==> src/rtl/sonic_multi_if.sv <==
// rtl/sonic_multi_if.sv - sensor and result bundle for sonic_multi
//
// Purpose: groups the ranging enable, the sensor trigger/echo lines and the
// per-channel result bus of sonic_multi into one interface.
// Ports (signals):
//   en        ranging enable
//   echo      asynchronous sensor echo lines, one per channel
//   trig      sensor trigger lines, at most one high
//   dist_cm   last distance per channel, channel i at [i*DW +: DW]
//   valid     one-cycle pulse when a result is written
//   valid_ch  channel index written on valid
//   timeout   per-channel flag, last measurement timed out
//   stop      per-channel proximity flag with hysteresis
//   stop_any  OR of stop
// Modports: master = ranging block, slave = sensor/consumer side.

interface sonic_multi_if #(
    parameter int N_CH = 2,
    parameter int DW   = 16
);
    logic                 en;
    logic [N_CH-1:0]      echo;
    logic [N_CH-1:0]      trig;
    logic [N_CH*DW-1:0]   dist_cm;
    logic                 valid;
    logic [2:0]           valid_ch;
    logic [N_CH-1:0]      timeout;
    logic [N_CH-1:0]      stop;
    logic                 stop_any;

    modport master (
        input  en, echo,
        output trig, dist_cm, valid, valid_ch, timeout, stop, stop_any
    );

    modport slave (
        output en, echo,
        input  trig, dist_cm, valid, valid_ch, timeout, stop, stop_any
    );
endinterface

==> src/rtl/sonic_multi.sv <==
// rtl/sonic_multi.sv - round-robin multi-channel ultrasonic ranger
//
// Purpose: triggers N_CH ultrasonic sensors one slot at a time, times the
// echo pulse in us ticks, converts it to cm (58 us per cm), and publishes
// per-channel distance, timeout and hysteretic proximity flags.
// Ports:
//   clk   single clock
//   rst   asynchronous active-low reset
//   bus   sonic_multi_if.master: en, echo in; trig, dist_cm, valid,
//         valid_ch, timeout, stop, stop_any out (all outputs registered)

module sonic_multi #(
    parameter int N_CH       = 2,
    parameter int CLK_DIV    = 100,
    parameter int TRIG_US    = 10,
    parameter int SLOT_US    = 60000,
    parameter int TIMEOUT_US = 30000,
    parameter int STOP_CM    = 40,
    parameter int HYST_CM    = 5,
    parameter int DW         = 16
) (
    input  logic          clk,
    input  logic          rst,
    sonic_multi_if.master bus
);

    localparam int CW   = (N_CH > 1) ? $clog2(N_CH) : 1;
    localparam int DIVW = (CLK_DIV > 1) ? $clog2(CLK_DIV) : 1;
    localparam int SW   = $clog2(SLOT_US + 1);

    // All-ones is reserved as the timeout marker, so the cm count stops one short.
    localparam logic [DW-1:0] CM_MAX  = {{(DW-1){1'b1}}, 1'b0};
    localparam logic [DW-1:0] STOP_TH = DW'(STOP_CM);
    localparam logic [DW-1:0] REL_TH  = DW'(STOP_CM + HYST_CM);

    typedef enum logic [2:0] {
        IDLE,
        TRIG,
        WAIT_RISE,
        MEASURE,
        HOLD
    } state_t;

    state_t              state_q, state_d;
    logic [CW-1:0]       cur;

    logic [N_CH-1:0]     echo_s1, echo_s2, echo_d;
    logic [DIVW-1:0]     div_cnt;
    logic                tick;
    logic [SW-1:0]       slot_us;
    logic [5:0]          us58;
    logic [DW-1:0]       cm, cm_now;

    logic [N_CH-1:0]     trig_q, timeout_q, stop_q, stop_d;
    logic [DW-1:0]       dist_arr [N_CH];
    logic                valid_q, stop_any_q;
    logic [2:0]          valid_ch_q;

    logic                echo_rise, echo_fall;
    logic                trig_done, to_hit, slot_done;
    logic                start_slot, clr_meas, wr_en, wr_to, adv_cur;
    logic [DW-1:0]       wr_dist;

    // Echo synchronizer plus one delay stage for edge detection.
    always_ff @(posedge clk or negedge rst) begin
        if (!rst) begin
            echo_s1 <= '0;
            echo_s2 <= '0;
            echo_d  <= '0;
        end else begin
            echo_s1 <= bus.echo;
            echo_s2 <= echo_s1;
            echo_d  <= echo_s2;
        end
    end

    // Free-running 1 us tick; not realigned to slots so that it never stalls.
    always_ff @(posedge clk or negedge rst) begin
        if (!rst) begin
            div_cnt <= '0;
            tick    <= 1'b0;
        end else if (div_cnt == DIVW'(CLK_DIV - 1)) begin
            div_cnt <= '0;
            tick    <= 1'b1;
        end else begin
            div_cnt <= div_cnt + 1'b1;
            tick    <= 1'b0;
        end
    end

    assign echo_rise = echo_s2[cur] & ~echo_d[cur];
    assign echo_fall = ~echo_s2[cur] & echo_d[cur];

    // Each limit fires on the tick that brings the slot count up to it.
    assign trig_done = tick && (slot_us == SW'(TRIG_US - 1));
    assign to_hit    = tick && (slot_us == SW'(TIMEOUT_US - 1));
    assign slot_done = tick && (slot_us == SW'(SLOT_US - 1));

    // The tick seen in the same cycle as the fall still belongs to the pulse,
    // so the written value includes it.
    always_comb begin
        cm_now = cm;
        if (tick && (us58 == 6'd57) && (cm != CM_MAX))
            cm_now = cm + 1'b1;
    end

    always_ff @(posedge clk or negedge rst) begin
        if (!rst)
            state_q <= IDLE;
        else
            state_q <= state_d;
    end

    always_comb begin
        state_d    = state_q;
        start_slot = 1'b0;
        clr_meas   = 1'b0;
        wr_en      = 1'b0;
        wr_to      = 1'b0;
        adv_cur    = 1'b0;
        case (state_q)
            IDLE: begin
                if (bus.en) begin
                    state_d    = TRIG;
                    start_slot = 1'b1;
                end
            end
            TRIG: begin
                if (trig_done)
                    state_d = WAIT_RISE;
            end
            WAIT_RISE: begin
                if (to_hit) begin
                    wr_en   = 1'b1;
                    wr_to   = 1'b1;
                    state_d = HOLD;
                end else if (echo_rise) begin
                    clr_meas = 1'b1;
                    state_d  = MEASURE;
                end
            end
            MEASURE: begin
                // A genuine fall wins over a timeout landing on the same cycle.
                if (echo_fall) begin
                    wr_en   = 1'b1;
                    state_d = HOLD;
                end else if (to_hit) begin
                    wr_en   = 1'b1;
                    wr_to   = 1'b1;
                    state_d = HOLD;
                end
            end
            HOLD: begin
                if (slot_done) begin
                    adv_cur = 1'b1;
                    state_d = IDLE;
                end
            end
            default: state_d = IDLE;
        endcase
    end

    always_comb begin
        wr_dist = wr_to ? '1 : cm_now;
        stop_d  = stop_q;
        if (wr_to)
            stop_d[cur] = 1'b0;
        else if (wr_dist <= STOP_TH)
            stop_d[cur] = 1'b1;
        else if (wr_dist > REL_TH)
            stop_d[cur] = 1'b0;
    end

    always_ff @(posedge clk or negedge rst) begin
        if (!rst) begin
            cur        <= '0;
            slot_us    <= '0;
            us58       <= '0;
            cm         <= '0;
            trig_q     <= '0;
            timeout_q  <= '1;
            stop_q     <= '0;
            stop_any_q <= 1'b0;
            valid_q    <= 1'b0;
            valid_ch_q <= '0;
            for (int i = 0; i < N_CH; i++)
                dist_arr[i] <= '1;
        end else begin
            // Slot time runs from trigger rise until the slot ends in HOLD.
            if (start_slot)
                slot_us <= '0;
            else if (tick && (state_q != IDLE))
                slot_us <= slot_us + 1'b1;

            if (clr_meas) begin
                us58 <= '0;
                cm   <= '0;
            end else if ((state_q == MEASURE) && tick) begin
                us58 <= (us58 == 6'd57) ? 6'd0 : us58 + 6'd1;
                cm   <= cm_now;
            end

            // Driven from the next state so trig rises and falls with the state.
            trig_q  <= (state_d == TRIG) ? (N_CH'(1) << cur) : '0;
            valid_q <= wr_en;

            if (wr_en) begin
                dist_arr[cur]  <= wr_dist;
                timeout_q[cur] <= wr_to;
                stop_q         <= stop_d;
                stop_any_q     <= |stop_d;
                valid_ch_q     <= 3'(cur);
            end

            if (adv_cur)
                cur <= (cur == CW'(N_CH - 1)) ? '0 : cur + 1'b1;
        end
    end

    for (genvar g = 0; g < N_CH; g++) begin : g_dist
        assign bus.dist_cm[g*DW +: DW] = dist_arr[g];
    end

    assign bus.trig     = trig_q;
    assign bus.valid    = valid_q;
    assign bus.valid_ch = valid_ch_q;
    assign bus.timeout  = timeout_q;
    assign bus.stop     = stop_q;
    assign bus.stop_any = stop_any_q;

endmodule

==> src/flat_wrapper.sv <==
// flat-port wrapper written by rule: the top's interface ports become plain ports
module sonic_multi_flat 
#(
    parameter int N_CH       = 2,
    parameter int CLK_DIV    = 100,
    parameter int TRIG_US    = 10,
    parameter int SLOT_US    = 60000,
    parameter int TIMEOUT_US = 30000,
    parameter int STOP_CM    = 40,
    parameter int HYST_CM    = 5,
    parameter int DW         = 16
)
  (clk, rst, bus_en, bus_echo, bus_trig, bus_dist_cm, bus_valid, bus_valid_ch, bus_timeout, bus_stop, bus_stop_any);
  sonic_multi_if #(.N_CH(N_CH), .DW(DW)) bus_i ();
  input  logic clk;
  input  logic rst;
  input wire logic [$bits(bus_i.en)-1:0] bus_en;
  input wire logic [$bits(bus_i.echo)-1:0] bus_echo;
  output wire logic [$bits(bus_i.trig)-1:0] bus_trig;
  output wire logic [$bits(bus_i.dist_cm)-1:0] bus_dist_cm;
  output wire logic [$bits(bus_i.valid)-1:0] bus_valid;
  output wire logic [$bits(bus_i.valid_ch)-1:0] bus_valid_ch;
  output wire logic [$bits(bus_i.timeout)-1:0] bus_timeout;
  output wire logic [$bits(bus_i.stop)-1:0] bus_stop;
  output wire logic [$bits(bus_i.stop_any)-1:0] bus_stop_any;
  assign bus_i.en = bus_en;
  assign bus_i.echo = bus_echo;
  assign bus_trig = bus_i.trig;
  assign bus_dist_cm = bus_i.dist_cm;
  assign bus_valid = bus_i.valid;
  assign bus_valid_ch = bus_i.valid_ch;
  assign bus_timeout = bus_i.timeout;
  assign bus_stop = bus_i.stop;
  assign bus_stop_any = bus_i.stop_any;
  sonic_multi #(.N_CH(N_CH), .CLK_DIV(CLK_DIV), .TRIG_US(TRIG_US), .SLOT_US(SLOT_US), .TIMEOUT_US(TIMEOUT_US), .STOP_CM(STOP_CM), .HYST_CM(HYST_CM), .DW(DW)) u_core (.clk(clk), .rst(rst), .bus(bus_i));
endmodule
==> config.mk <==
export PLATFORM = sky130hd
export DESIGN_NAME = sonic_multi_flat
export DESIGN_NICKNAME = d
export VERILOG_FILES = /design/src/rtl/sonic_multi_if.sv /design/src/rtl/sonic_multi.sv /design/src/flat_wrapper.sv
export SDC_FILE = /design/constraint.sdc
export NUM_CORES = 1
export LEC_CHECK = 0
export CAP_MARGIN = 15
export CORE_MARGIN = 5
export CORE_UTILIZATION = 45
export DETAILED_ROUTE_END_ITERATION = 12
export PLACE_DENSITY = 0.65
export SYNTH_ARGS = -nofsm -noshare
export SYNTH_HDL_FRONTEND = slang
export SYNTH_SLANG_ARGS = --single-unit
export TNS_END_PERCENT = 50
==> constraint.sdc <==
create_clock -name clk -period 2.95 [get_ports clk]
set_input_delay 0.59 -clock clk [delete_from_list [all_inputs] [get_ports clk]]
set_output_delay 0.59 -clock clk [all_outputs]
set_load 0.1 [all_outputs]
==> results of run 1 <==
[cells in the final DEF, fill, tap and decap left out, types with 3 or more instances in the layout]
master                            netlist  final
sky130_fd_sc_hd__o21ai_0               48     48
sky130_fd_sc_hd__dfstp_2               34     34
sky130_fd_sc_hd__and4_2                 3      3
sky130_fd_sc_hd__clkbuf_8               1     11
sky130_fd_sc_hd__nand4_1                8      8
sky130_fd_sc_hd__inv_1                  6      6
sky130_fd_sc_hd__and2_1                 3      3
sky130_fd_sc_hd__and2b_1                3      3
sky130_fd_sc_hd__xnor2_1               12     12
sky130_fd_sc_hd__a211oi_1               5      5
sky130_fd_sc_hd__and3_1                 9      9
sky130_fd_sc_hd__xor2_1                16     16
sky130_fd_sc_hd__nor2_1                74     74
sky130_fd_sc_hd__dfrtp_1               63     63
sky130_fd_sc_hd__nand2_1               57     57
sky130_fd_sc_hd__a31oi_1               11     11
sky130_fd_sc_hd__clkdlybuf4s50_1        0      3
sky130_fd_sc_hd__a21oi_1               27     27
sky130_fd_sc_hd__nor4_1                 6      6
sky130_fd_sc_hd__ha_1                   7      7
sky130_fd_sc_hd__nand3_1               27     27
sky130_fd_sc_hd__nor3_1                11     11
sky130_fd_sc_hd__o31ai_1                7      7
sky130_fd_sc_hd__and4_1                 4      4
sky130_fd_sc_hd__or3_1                  4      4
sky130_fd_sc_hd__nand4_2                3      3
sky130_fd_sc_hd__buf_4                  3     54
sky130_fd_sc_hd__mux2_2                 4      4
[area by class of cell]
class,instances,area (um^2),area share
clock buffer,13,180,0.0316
sequential,97,2470,0.433
multi-input combinational,395,2350,0.413
timing repair buffer,59,475,0.0834
clock inverter,3,22.5,0.00395
tap,140,175,0.0307
inverter,6,22.5,0.00395
[metal layers]
layer  global-route usage  vias up  wire (um)
met1                0.243     1889       5220
met5                    0        -          0
li1                     -     1949          -
met3               0.0355       17        649
met2                0.270      113       4910
met4               0.0634        0        199
[sequential cells by signal, summed over array words and instances (netlist names), 3 cells and up]
name	count
u_core.cm	16
u_core.us58	6
u_core.state_q	3
u_core.bus.dist_cm	32
u_core.div_cnt	7
u_core.slot_us	16
[metrics by stage]
step                power, mW  cells  setup WS [ps]  instance area [um^2]  utilization
floorplan                1.41    525            626                  5020            -
global placement         1.45    697            413                  5500        0.505
detailed placement       1.45    697            304                  5500        0.505
CTS                      2.31    713            297                  5700        0.523
global route             2.38    713           47.6                  5700        0.523
finish                   2.28    713            309                  5700        0.523
[final timing paths]
path                                    from                    end  slack (ps)  depth (start not counted)
hold reg to reg            u_core.echo_s1[1]      u_core.echo_s2[1]         360                          0
min in group clk           u_core.echo_s1[1]      u_core.echo_s2[1]         360                          0
hold / removal                           rst    u_core.bus.stop_any         220                          1
max in group asynchronous                rst  u_core.bus.dist_cm[8]        2060                          2
setup / recovery              u_core.us58[1]    u_core.bus.stop_any         310                          9
setup reg to reg              u_core.us58[1]    u_core.bus.stop_any         310                          9
[kinds of logic after synthesis]
group / Yosys count / synth area share
fa+ha+maj: 7 / 0.0174
simple gates: 236 / 0.249
xor+xnor: 28 / 0.0488
mux: 6 / 0.0130
buf+inv: 33 / 0.0401
other cells: 1 / 0.000747
flops: 97 / 0.492
compound gates: 116 / 0.139
[critical path: stages, from the launching register on]
cell	delay (ps)
sky130_fd_sc_hd__dfrtp_1	410
sky130_fd_sc_hd__inv_1	70
sky130_fd_sc_hd__ha_1	160
sky130_fd_sc_hd__and4_2	280
sky130_fd_sc_hd__nand2_1	190
sky130_fd_sc_hd__nor4_1	570
sky130_fd_sc_hd__xor2_1	170
sky130_fd_sc_hd__nor3_1	260
sky130_fd_sc_hd__nand4_2	190
sky130_fd_sc_hd__o31ai_2	260
[power by group through the flow]
stage / Sequential, mW / Clock [mW] / Combinational [mW]
after global placement: 1.38 / 0 / 0.0670
final: 1.36 / 0.859 / 0.0658
after detailed placement: 1.38 / 0 / 0.0683
after CTS: 1.36 / 0.889 / 0.0686
after global routing: 1.36 / 0.942 / 0.0766
after floorplan: 1.38 / 0 / 0.0313
==> impl_metrics.prom, run 1 <==
# TYPE chip_impl_metric gauge
chip_impl_info{name="status",value="finished, final reports clean"} 1
chip_impl_metric{name="io_pins",unit=""} 48
chip_impl_metric{name="final.setup.tns",unit="ps"} 0
chip_impl_info{name="yosys-top-cells-area",value="sky130_fd_sc_hd__dfrtp_1, sky130_fd_sc_hd__dfstp_2, sky130_fd_sc_hd__nor2_1"} 1
chip_impl_metric{name="floorplan.die_area",unit="um^2"} 13400
chip_impl_metric{name="drive_gt1_frac",unit=""} 0.230
chip_impl_metric{name="place.gp.congestion",unit=""} 0.912
chip_impl_metric{name="grt-ovfl-total",unit=""} 0
chip_impl_metric{name="netSwitchingFraction",unit=""} 0.225
chip_impl_info{name="element_type_at_the_critical_path_end",value="flop"} 1
chip_impl_metric{name="relSlewSlack",unit=""} 0.597
chip_impl_info{name="setup_repair_after_global_routing_missed_its_margin",value="no"} 1
chip_impl_metric{name="pwr-share-seq",unit=""} 0.595
chip_impl_info{name="post_synth_most_frequent_cells",value="sky130_fd_sc_hd__nor2_1, sky130_fd_sc_hd__dfrtp_1, sky130_fd_sc_hd__nand2_1"} 1
chip_impl_metric{name="portBuffers",unit=""} 45
chip_impl_info{name="synth_ff_type",value="sky130_fd_sc_hd__dfrtp_1"} 1
chip_impl_metric{name="grt.total_usage",unit=""} 0.174
chip_impl_metric{name="power.density",unit="nW/um^2"} 400
chip_impl_metric{name="wl_per_cell",unit="um"} 15.4
chip_impl_metric{name="yosys_register_bits",unit=""} 97
chip_impl_metric{name="finalWirelength",unit="mm"} 11.0
chip_impl_metric{name="power.share.combinational",unit=""} 0.029
chip_impl_metric{name="antenna_found_initial",unit=""} 0
chip_impl_metric{name="dp_hpwl",unit="mm"} 8.00
chip_impl_metric{name="grt_start_max_net_pins",unit=""} 46
chip_impl_info{name="cp-start-kind",value="flop"} 1
chip_impl_metric{name="start_util",unit=""} 0.461
chip_impl_metric{name="drt-pass1-iter-count",unit=""} 5
chip_impl_metric{name="worst-endpoint-required",unit="ps"} 3240
chip_impl_metric{name="vert_die_dim",unit="um"} 116
chip_impl_metric{name="synth-edff-count",unit=""} 0
chip_impl_info{name="post-synth-top-count-cell",value="sky130_fd_sc_hd__nor2_1"} 1
chip_impl_metric{name="final_antenna_net_count",unit=""} 0
chip_impl_metric{name="share_of_yosys_cell_area_claimed_by_the_top_area_cell_type",unit=""} 0.314
chip_impl_metric{name="power_report.internal_total",unit="mW"} 1.77
chip_impl_metric{name="cts_num_sinks",unit=""} 97
chip_impl_metric{name="synth_area",unit="um^2"} 5020
chip_impl_metric{name="final_min_period",unit="ps"} 2640
chip_impl_metric{name="synthCells",unit=""} 524
chip_impl_metric{name="power.ir.vdd_worst",unit="V"} 0.000204
chip_impl_info{name="clk_root_buffer_cell",value="sky130_fd_sc_hd__clkbuf_8"} 1
chip_impl_metric{name="synth_seq_area_share",unit=""} 0.492
chip_impl_metric{name="clock_latency_on_the_worst_skew_pair",unit="ps"} 370
chip_impl_metric{name="ctsResizeCount",unit=""} 0
chip_impl_metric{name="ctsHtreeMaxLevel",unit=""} 3
chip_impl_metric{name="row_count",unit=""} 38
chip_impl_metric{name="cts_made_buffers",unit=""} 9
chip_impl_metric{name="arrival",unit="ps"} 2930
chip_impl_metric{name="max_slew.worst_pin.slew",unit="ps"} 605
chip_impl_metric{name="core",unit="um^2"} 10900
chip_impl_metric{name="cts.path.max_buffers",unit=""} 2
chip_impl_metric{name="psw",unit="mW"} 0.514
chip_impl_metric{name="grt_pass1_wl",unit="mm"} 18.5
chip_impl_metric{name="hold_buffers",unit=""} 0
chip_impl_metric{name="max_cap_viol_count",unit=""} 0
chip_impl_metric{name="number_of_drc_markers_after_the_initial_detailed_route_iteration",unit=""} 263
chip_impl_metric{name="final.fill_count",unit=""} 988
chip_impl_metric{name="die_x",unit="um"} 116
chip_impl_info{name="criticalPathCategory",value="flop to flop"} 1
chip_impl_metric{name="fin_hold_ws",unit="ps"} 215
chip_impl_metric{name="cp_max_fo",unit=""} 5
chip_impl_metric{name="fmax",unit="MHz"} 379
chip_impl_metric{name="nNetsFinal",unit=""} 580
chip_impl_metric{name="antennaDiodeCount",unit=""} 0
chip_impl_metric{name="report.final.setup_viol",unit=""} 0
chip_impl_metric{name="slew_viol_final",unit=""} 0
chip_impl_metric{name="routed_via_density",unit=""} 5.57
chip_impl_metric{name="period_utilization_post_route",unit=""} 0.895
chip_impl_metric{name="hold_viol_final",unit=""} 0
chip_impl_metric{name="power.share.clock",unit=""} 0.377
chip_impl_info{name="tritoncts",value="done"} 1
chip_impl_metric{name="leakagePower",unit="nW"} 2.40
chip_impl_metric{name="postSynthAreaPerCell",unit="um^2"} 9.58
chip_impl_metric{name="netlist_cell_types",unit=""} 69
chip_impl_info{name="hold_removal_path_class",value="primary input to async pin"} 1
chip_impl_metric{name="first_global_vias",unit=""} 3653
chip_impl_metric{name="post_cts_setup_buffers",unit=""} 0
chip_impl_metric{name="worst_clock_skew",unit="ps"} 14.1
chip_impl_metric{name="synth.yosys.warnings",unit=""} 0
chip_impl_metric{name="synthToLayoutAreaGrowth",unit="%"} 13.5
chip_impl_metric{name="worst_setup_hold_path_clk_slew",unit="ps"} 100
chip_impl_metric{name="synth_async_sr_flop_share",unit=""} 1.00
chip_impl_metric{name="remaining_drc_errors",unit=""} 0
chip_impl_info{name="yosys.area.top_type",value="sky130_fd_sc_hd__dfrtp_1"} 1
chip_impl_metric{name="number_of_vias_in_the_routed_layout",unit=""} 3968
(Power assumes the default switching activity.)
==> inputs of run 2 (changes only) <==
- ABC_CLOCK_PERIOD_IN_PS: unset -> 2950
- CAP_MARGIN: 15 -> unset
==> results of run 2 <==
No change in the layout: final DEF, timing and power equal those of run 1.
